## config.mk

```make
export PLATFORM = sky130hd
export DESIGN_NAME = adder
export DESIGN_NICKNAME = d
export VERILOG_FILES = /design/src/rtl/adder.sv
export SDC_FILE = /design/constraint.sdc
export NUM_CORES = 1
export LEC_CHECK = 0
export BUFFER_PORTS_ARGS = -buffer_cell sky130_fd_sc_hd__buf_2
export CELL_PAD_IN_SITES_DETAIL_PLACEMENT = 0
export CELL_PAD_IN_SITES_GLOBAL_PLACEMENT = 1
export CORE_AREA = 8 8 88 106
export DETAILED_ROUTE_END_ITERATION = 10
export DIE_AREA = 0 0 96 114
export GPL_TIMING_DRIVEN = 0
export PLACE_DENSITY_LB_ADDON = 0.1
export SYNTH_ARGS = -nofsm -noshare
export SYNTH_HDL_FRONTEND = slang
export SYNTH_SLANG_ARGS = --single-unit
```

## constraint.sdc

```tcl
create_clock -name clk -period 2.6 [get_ports clk]
set_clock_uncertainty 0.1 [all_clocks]
set_input_delay 0.52 -clock clk [delete_from_list [all_inputs] [get_ports clk]]
set_output_delay 0.52 -clock clk [all_outputs]
set_load 0.005 [all_outputs]
```

## src/rtl/adder.sv

```systemverilog
// Registered two's-complement adder built on a two-level carry-lookahead tree.
// WIDTH must be a multiple of 16: 4-bit groups, and blocks of four groups.
module adder #(
  parameter int WIDTH = 32
) (
  input  logic             clk,
  input  logic             rst_n,
  input  logic [WIDTH-1:0] A,
  input  logic [WIDTH-1:0] B,
  output logic [WIDTH-1:0] S,
  output logic             overflow
);

  localparam int NG = WIDTH / 4;
  localparam int NB = NG / 4;

  logic [WIDTH-1:0] g;
  logic [WIDTH-1:0] p;
  logic [WIDTH-1:0] s_next;
  logic [WIDTH:0]   c;
  logic [NG-1:0]    gg;
  logic [NG-1:0]    gp;
  logic [NG-1:0]    cg;
  logic             ovf_next;

  always_comb begin
    logic blk_c;
    g  = A & B;
    p  = A ^ B;
    gg = '0;
    gp = '0;
    cg = '0;
    c  = '0;

    for (int j = 0; j < NG; j++) begin
      gg[j] = g[4*j+3]
            | (p[4*j+3] & g[4*j+2])
            | (p[4*j+3] & p[4*j+2] & g[4*j+1])
            | ((&p[4*j+1 +: 3]) & g[4*j]);
      gp[j] = &p[4*j +: 4];
    end

    // Second level: lookahead over four groups; block carries chain between blocks.
    blk_c = 1'b0;
    for (int k = 0; k < NB; k++) begin
      cg[4*k]   = blk_c;
      cg[4*k+1] = gg[4*k] | (gp[4*k] & blk_c);
      cg[4*k+2] = gg[4*k+1]
                | (gp[4*k+1] & gg[4*k])
                | (gp[4*k+1] & gp[4*k] & blk_c);
      cg[4*k+3] = gg[4*k+2]
                | (gp[4*k+2] & gg[4*k+1])
                | (gp[4*k+2] & gp[4*k+1] & gg[4*k])
                | ((&gp[4*k +: 3]) & blk_c);
      blk_c     = gg[4*k+3]
                | (gp[4*k+3] & gg[4*k+2])
                | (gp[4*k+3] & gp[4*k+2] & gg[4*k+1])
                | ((&gp[4*k+1 +: 3]) & gg[4*k])
                | ((&gp[4*k +: 4]) & blk_c);
    end

    for (int j = 0; j < NG; j++) begin
      c[4*j]   = cg[j];
      c[4*j+1] = g[4*j] | (p[4*j] & cg[j]);
      c[4*j+2] = g[4*j+1]
               | (p[4*j+1] & g[4*j])
               | (p[4*j+1] & p[4*j] & cg[j]);
      c[4*j+3] = g[4*j+2]
               | (p[4*j+2] & g[4*j+1])
               | (p[4*j+2] & p[4*j+1] & g[4*j])
               | ((&p[4*j +: 3]) & cg[j]);
    end
    c[WIDTH] = gg[NG-1] | (gp[NG-1] & cg[NG-1]);

    s_next   = p ^ c[WIDTH-1:0];
    ovf_next = c[WIDTH-1] ^ c[WIDTH];
  end

  always_ff @(posedge clk) begin
    if (!rst_n) begin
      S        <= '0;
      overflow <= 1'b0;
    end else begin
      S        <= s_next;
      overflow <= ovf_next;
    end
  end

endmodule

```

Word level (Yosys, flattened, before mapping)
Cells that the tools add are included.
{"block": "word_totals", "input_bits": 66, "ff_bits": 33, "output_inout_bits": 33, "word_cells": 221}
{"block": "op_classes", "reduce_logical": 24, "bitwise_logic": 195}
{"operator": "$and A1 B1 Y1", "n": 109}
{"operator": "$or A1 B1 Y1", "n": 82}
{"operator": "$xor A32 B32 Y32", "n": 2}
{"operator": "$reduce_and A3 Y1", "n": 15}
{"operator": "$and A32 B32 Y32", "n": 1}
{"operator": "$reduce_and A4 Y1", "n": 7}
{"operator": "$reduce_and A12 Y1", "n": 2}
{"operator": "$xor A1 B1 Y1", "n": 1}

Logic depth before layout (Yosys ltp)
{"block": "depth", "ltp_word": 14, "depth_mapped": 10, "mapped_depth_nobuf": 10}

Worst setup path before layout
Ideal clock, no wire load.
{"block": "synth_timing", "path_type": "input to register", "from": "input port A[5]", "to": "register S[17]", "setup_time_ns": 0.128, "setup_slack_ns": -0.136, "t_arrival_ns": 2.509, "path_stages": 10, "path_cell_list": "ha_1 a21oi_1 o21ai_1 nor2b_1 or3b_1 a31oi_1 o21ai_1 fa_1 xnor2_1 nor2_1"}
{"block": "synth_between", "elab_chain_cells": 10, "word_cells_on_any_way": 15, "cone_classes": "bitwise (13); reduce/logical (2)"}
{"element": "start: declaration", "line": "8", "source": "input logic [WIDTH-1:0] A,"}
{"element": "$xor A32 B32 Y32 / $and A32 B32 Y32 (equally long branches)", "line": "29, 28"}
{"element": "$reduce_and A3 Y1 / $and A1 B1 Y1 (equally long branches)", "line": "39, 38"}
{"element": "$and A1 B1 Y1 / $or A1 B1 Y1 (equally long branches)", "line": "39, 38"}
{"element": "$or A1 B1 Y1", "line": "39", "source": "| ((&p[4*j+1 +: 3]) & g[4*j]);"}
{"element": "$and A1 B1 Y1", "line": "57", "source": "| (gp[4*k+3] & gp[4*k+2] & gg[4*k+1])"}
{"element": "$or A1 B1 Y1", "line": "57"}
{"element": "$or A1 B1 Y1 *", "line": "58", "source": "| ((&gp[4*k+1 +: 3]) & gg[4*k])"}
{"element": "$and A1 B1 Y1 *", "line": "64", "source": "c[4*j+1] = g[4*j] | (p[4*j] & cg[j]);"}
{"element": "$or A1 B1 Y1 *", "line": "64"}
{"element": "$xor A32 B32 Y32 *", "line": "75", "source": "s_next = p ^ c[WIDTH-1:0];"}
{"element": "end signal: assignment", "line": "84", "source": "S <= s_next;"}
{"element": "end: declaration", "line": "10", "source": "output logic [WIDTH-1:0] S,"}
Mark *: on every way between the ends. The rest lies on a longest branch, timed or not.
A chain may end at the register's enable or synchronous reset.

Worst setup path in the final report
{"block": "layout_timing", "from": "input port A[17]", "to": "register S[29]"}
{"block": "layout_between", "elab_chain_cells": 10, "word_cells_on_any_way": 15, "cone_classes": "bitwise (13); reduce/logical (2)"}
{"element": "$xor A32 B32 Y32 / $and A32 B32 Y32 (equally long branches)", "line": "29, 28"}
{"element": "$reduce_and A3 Y1 / $and A1 B1 Y1 (equally long branches)", "line": "39, 38"}
{"element": "$and A1 B1 Y1 / $or A1 B1 Y1 (equally long branches)", "line": "39, 38"}
{"element": "$or A1 B1 Y1", "line": "39"}
{"element": "$and A1 B1 Y1", "line": "53", "source": "| (gp[4*k+2] & gp[4*k+1] & gg[4*k])"}
{"element": "$or A1 B1 Y1", "line": "53"}
{"element": "$or A1 B1 Y1 *", "line": "54", "source": "| ((&gp[4*k +: 3]) & blk_c);"}
{"element": "$and A1 B1 Y1 *", "line": "64"}
{"element": "$or A1 B1 Y1 *", "line": "64"}
{"element": "$xor A32 B32 Y32 *", "line": "75"}
Marked as above.

==> flow_metrics.py <==
metrics = {
    "synth": {
        "syn_inst": 254,
        "ys_ff_latch": 33,
        "synth-async-reset-ratio_pct": 0,
        "synth_common_cells": "dfxtp_1, ha_1, nand2_1, nor2_1, a21oi_1",
        "synth_top_area_cell": "dfxtp_1",
        "synth.distinct_cells": 52,
        "synth_edf_count": 0,
        "synth_area_per_cell_sq_um": 9.364,
        "ys_warn_count": 0,
        "yosysMostFrequentCell": "dfxtp_1",
        "synth_nets": 360,
        "seq_area_frac_synth_pct": 27.77,
        "yosys_most_used_dff": "dfxtp_1",
        "synth.top_cell.area_share_pct": 27.77,
        "ys_top_cells_by_area": "dfxtp_1, ha_1, fa_1",
        "netlist_area_sq_um": 2379,
    },
    "route": {
        "viasPerCell": 4.786,
        "vias": 2216,
        "wirelength_um": 7009,
        "wl_per_cell_um": 15.14,
        "ant_nets": 0,
        "drt_pass1_iterations": 5,
        "drt_iter0_drc": 39,
        "drc": 0,
    },
    "grt": {
        "grt_pass1_vias": 2357,
        "grt_pass1_wl_um": 11030,
        "grt_busiest_layer": "met2",
        "antenna_found_initial": 0,
        "met2_usage_pct": 24.49,
        "use_met3_pct": 3.219,
        "grt_max_degree": 11,
        "overflow": 0,
        "grt_use_met1_pct": 13.06,
        "grt_usage_pct": 12.86,
    },
    "outcome": {
        "status": "completed",
    },
    "worst_setup_path": {
        "critPathKind": "input port to flip-flop",
        "arrival_ns": 2.56,
        "cp_num_buf_inv": 1,
        "cp_cell_sequence": "buf_2 > ha_4 > a21oi_4 > o21ai_2 > a2111oi_4 > nor2_4 > o21ai_2 > nand2b_1 > fa_1 > xnor2_1 > nor2_1",
        "crit_slowest_cell": "a2111oi_4",
        "max_stage_delay_ns": 0.45,
        "endpoint_kind": "flip-flop",
        "path_delay_family": "compound AO/OA/AOI/OAI gates",
        "start_kind": "input port",
        "cp_max_fo": 6,
        "crit_required_ns": 2.65,
        "crit_top_cell": "o21ai_2",
    },
    "cells_and_area": {
        "syn2layout_area_growth_pct": 42.56,
        "insertedDiodeCount": 0,
        "utilization_pct": 44.76,
        "drive_gt1_share_pct": 43.94,
        "final_nets": 476,
    },
    "placement": {
        "gp_congestion": 0.7837,
        "post-place-ws_ns": -0.3893,
        "io_buffers": 97,
        "hpwlAfterDp_um": 5700,
    },
    "clock_tree": {
        "h-tree-depth": 2,
        "cts.path.max_buffers": 2,
        "clock_sinks": 33,
        "cts_inserted_buffers": 5,
        "hold_buffers": 0,
        "clkSlewWorstSetupHoldPaths_ns": 0.07,
        "cts_tree": "yes",
        "cts-root-buf": "clkbuf_8",
    },
    "pwr": {
        "peakVddDrop_mv": 0.1948,
        "power_density_nw_per_um2": 482.5,
        "fin_total_pwr_w": 0.001636,
        "cellLeakagePower_nw": 1.562,
    },
    "job": {
        "drv_cap": 0,
    },
    "timing": {
        "max-slew-margin-rel_pct": 58.96,
        "setup_ws_ns": 0.08794,
        "fmax_mhz": 398.1,
        "hold_violations": 0,
        "maxSlewViolCount": 0,
        "finalCriticalPeriod_ns": 2.512,
        "setup_viol_count_final": 0,
        "setup_tns_ns": 0,
        "worst_pin_slew_ns": 0.6156,
        "finalCritPeriodShare_pct": 96.62,
    },
    "floorplan": {
        "die_w_um": 96,
        "io_pins": 99,
        "die_y_um": 114,
        "initial_core_util_pct": 31.40,
        "die_area_sq_um": 10940,
        "core_sq_um": 7576,
        "rows": 35,
    },
    "worst_hold_path": {
        "hold_path_class": "input port to flip-flop",
    },
}
-- per-stage QoR --
stage | cells | cell area [sq um] | hold WS [ns]
after floorplan | 254 | 2451 | 0.6425
after global placement | 443 | 3052 | 0.7386
after detailed placement | 443 | 3052 | 0.7394
after CTS | 455 | 3189 | 0.4374
after global routing | 463 | 3391 | 0.4500
final | 463 | 3391 | 0.4414
-- placed cells by master (no fill, tap or decap), types with 9 or more instances in the layout --
master / synthesis / routed
dfxtp_1: 33 / 33
nand2_1: 24 / 22
xnor2_1: 10 / 9
ha_1: 32 / 19
a21oi_1: 14 / 9
buf_2: 0 / 97
nor2_1: 22 / 21
ha_4: 0 / 10
nand2b_1: 11 / 11
and2_1: 9 / 9
buf_4: 0 / 12
-- area by class of cell --
type,instances,area [sq um]
buffer,4,15.01
multi-input combinational,213,1908
clock buffer,7,96.34
fill,795,4185
timing repair buffer,109,575.6
tap,92,115.1
sequential,33,660.6
clock inverter,1,5.005
inverter,4,15.01
-- registers in the layout, summed over array words and instances (netlist names) --
| name | flops |
|---|---|
| overflow | 1 |
| S | 32 |
-- worst min-delay path, delay by kind of cell --
kind	cells	cell delay (ns)
adder cells (fa/ha/maj)	1	0.10
buffers and inverters	1	0.08
AND/OR/NAND/NOR	1	0.10
-- power breakdown --
| group | switching [W] | leakage (nW) | internal, W |
|---|---|---|---|
| logic | 0.000303 | 1.23 | 0.000307 |
| clock network | 0.000200 | 0.0542 | 0.000240 |
| registers | 0.0000141 | 0.275 | 0.000573 |
| total | 0.000517 | 1.56 | 0.00112 |
-- logic make-up after synthesis --
group,Yosys count,share of synthesized area (%)
muxes,7,2.946
AOI/OAI and AO/OA,59,19.57
buffers and inverters,8,1.262
xor gates and xnor gates,11,4.050
DFF,33,27.77
and+or+nand+nor,96,20.83
adders and majority gates,40,23.57
-- worst paths after layout --
kind  cells past startpoint     to  slack, ns  startpoint
max                      11  S[29]       0.09       A[17]
min                       3   S[0]       0.44        B[0]
-- layer usage --
metal  vias up  routed length [um]
li1       1144                   -
met4         0                  78
met2        49                3783
met3         6                 463
met5         -                   0
met1      1017                2684
-- timing repair --
action	CTS	global route
buffers inserted	4	8
gates resized for setup	2	24
setup endpoints to repair	6	9
pin swaps	4	16
endpoints found under the hold margin	0	0
Note: power is estimated with default switching activity, not from simulation.
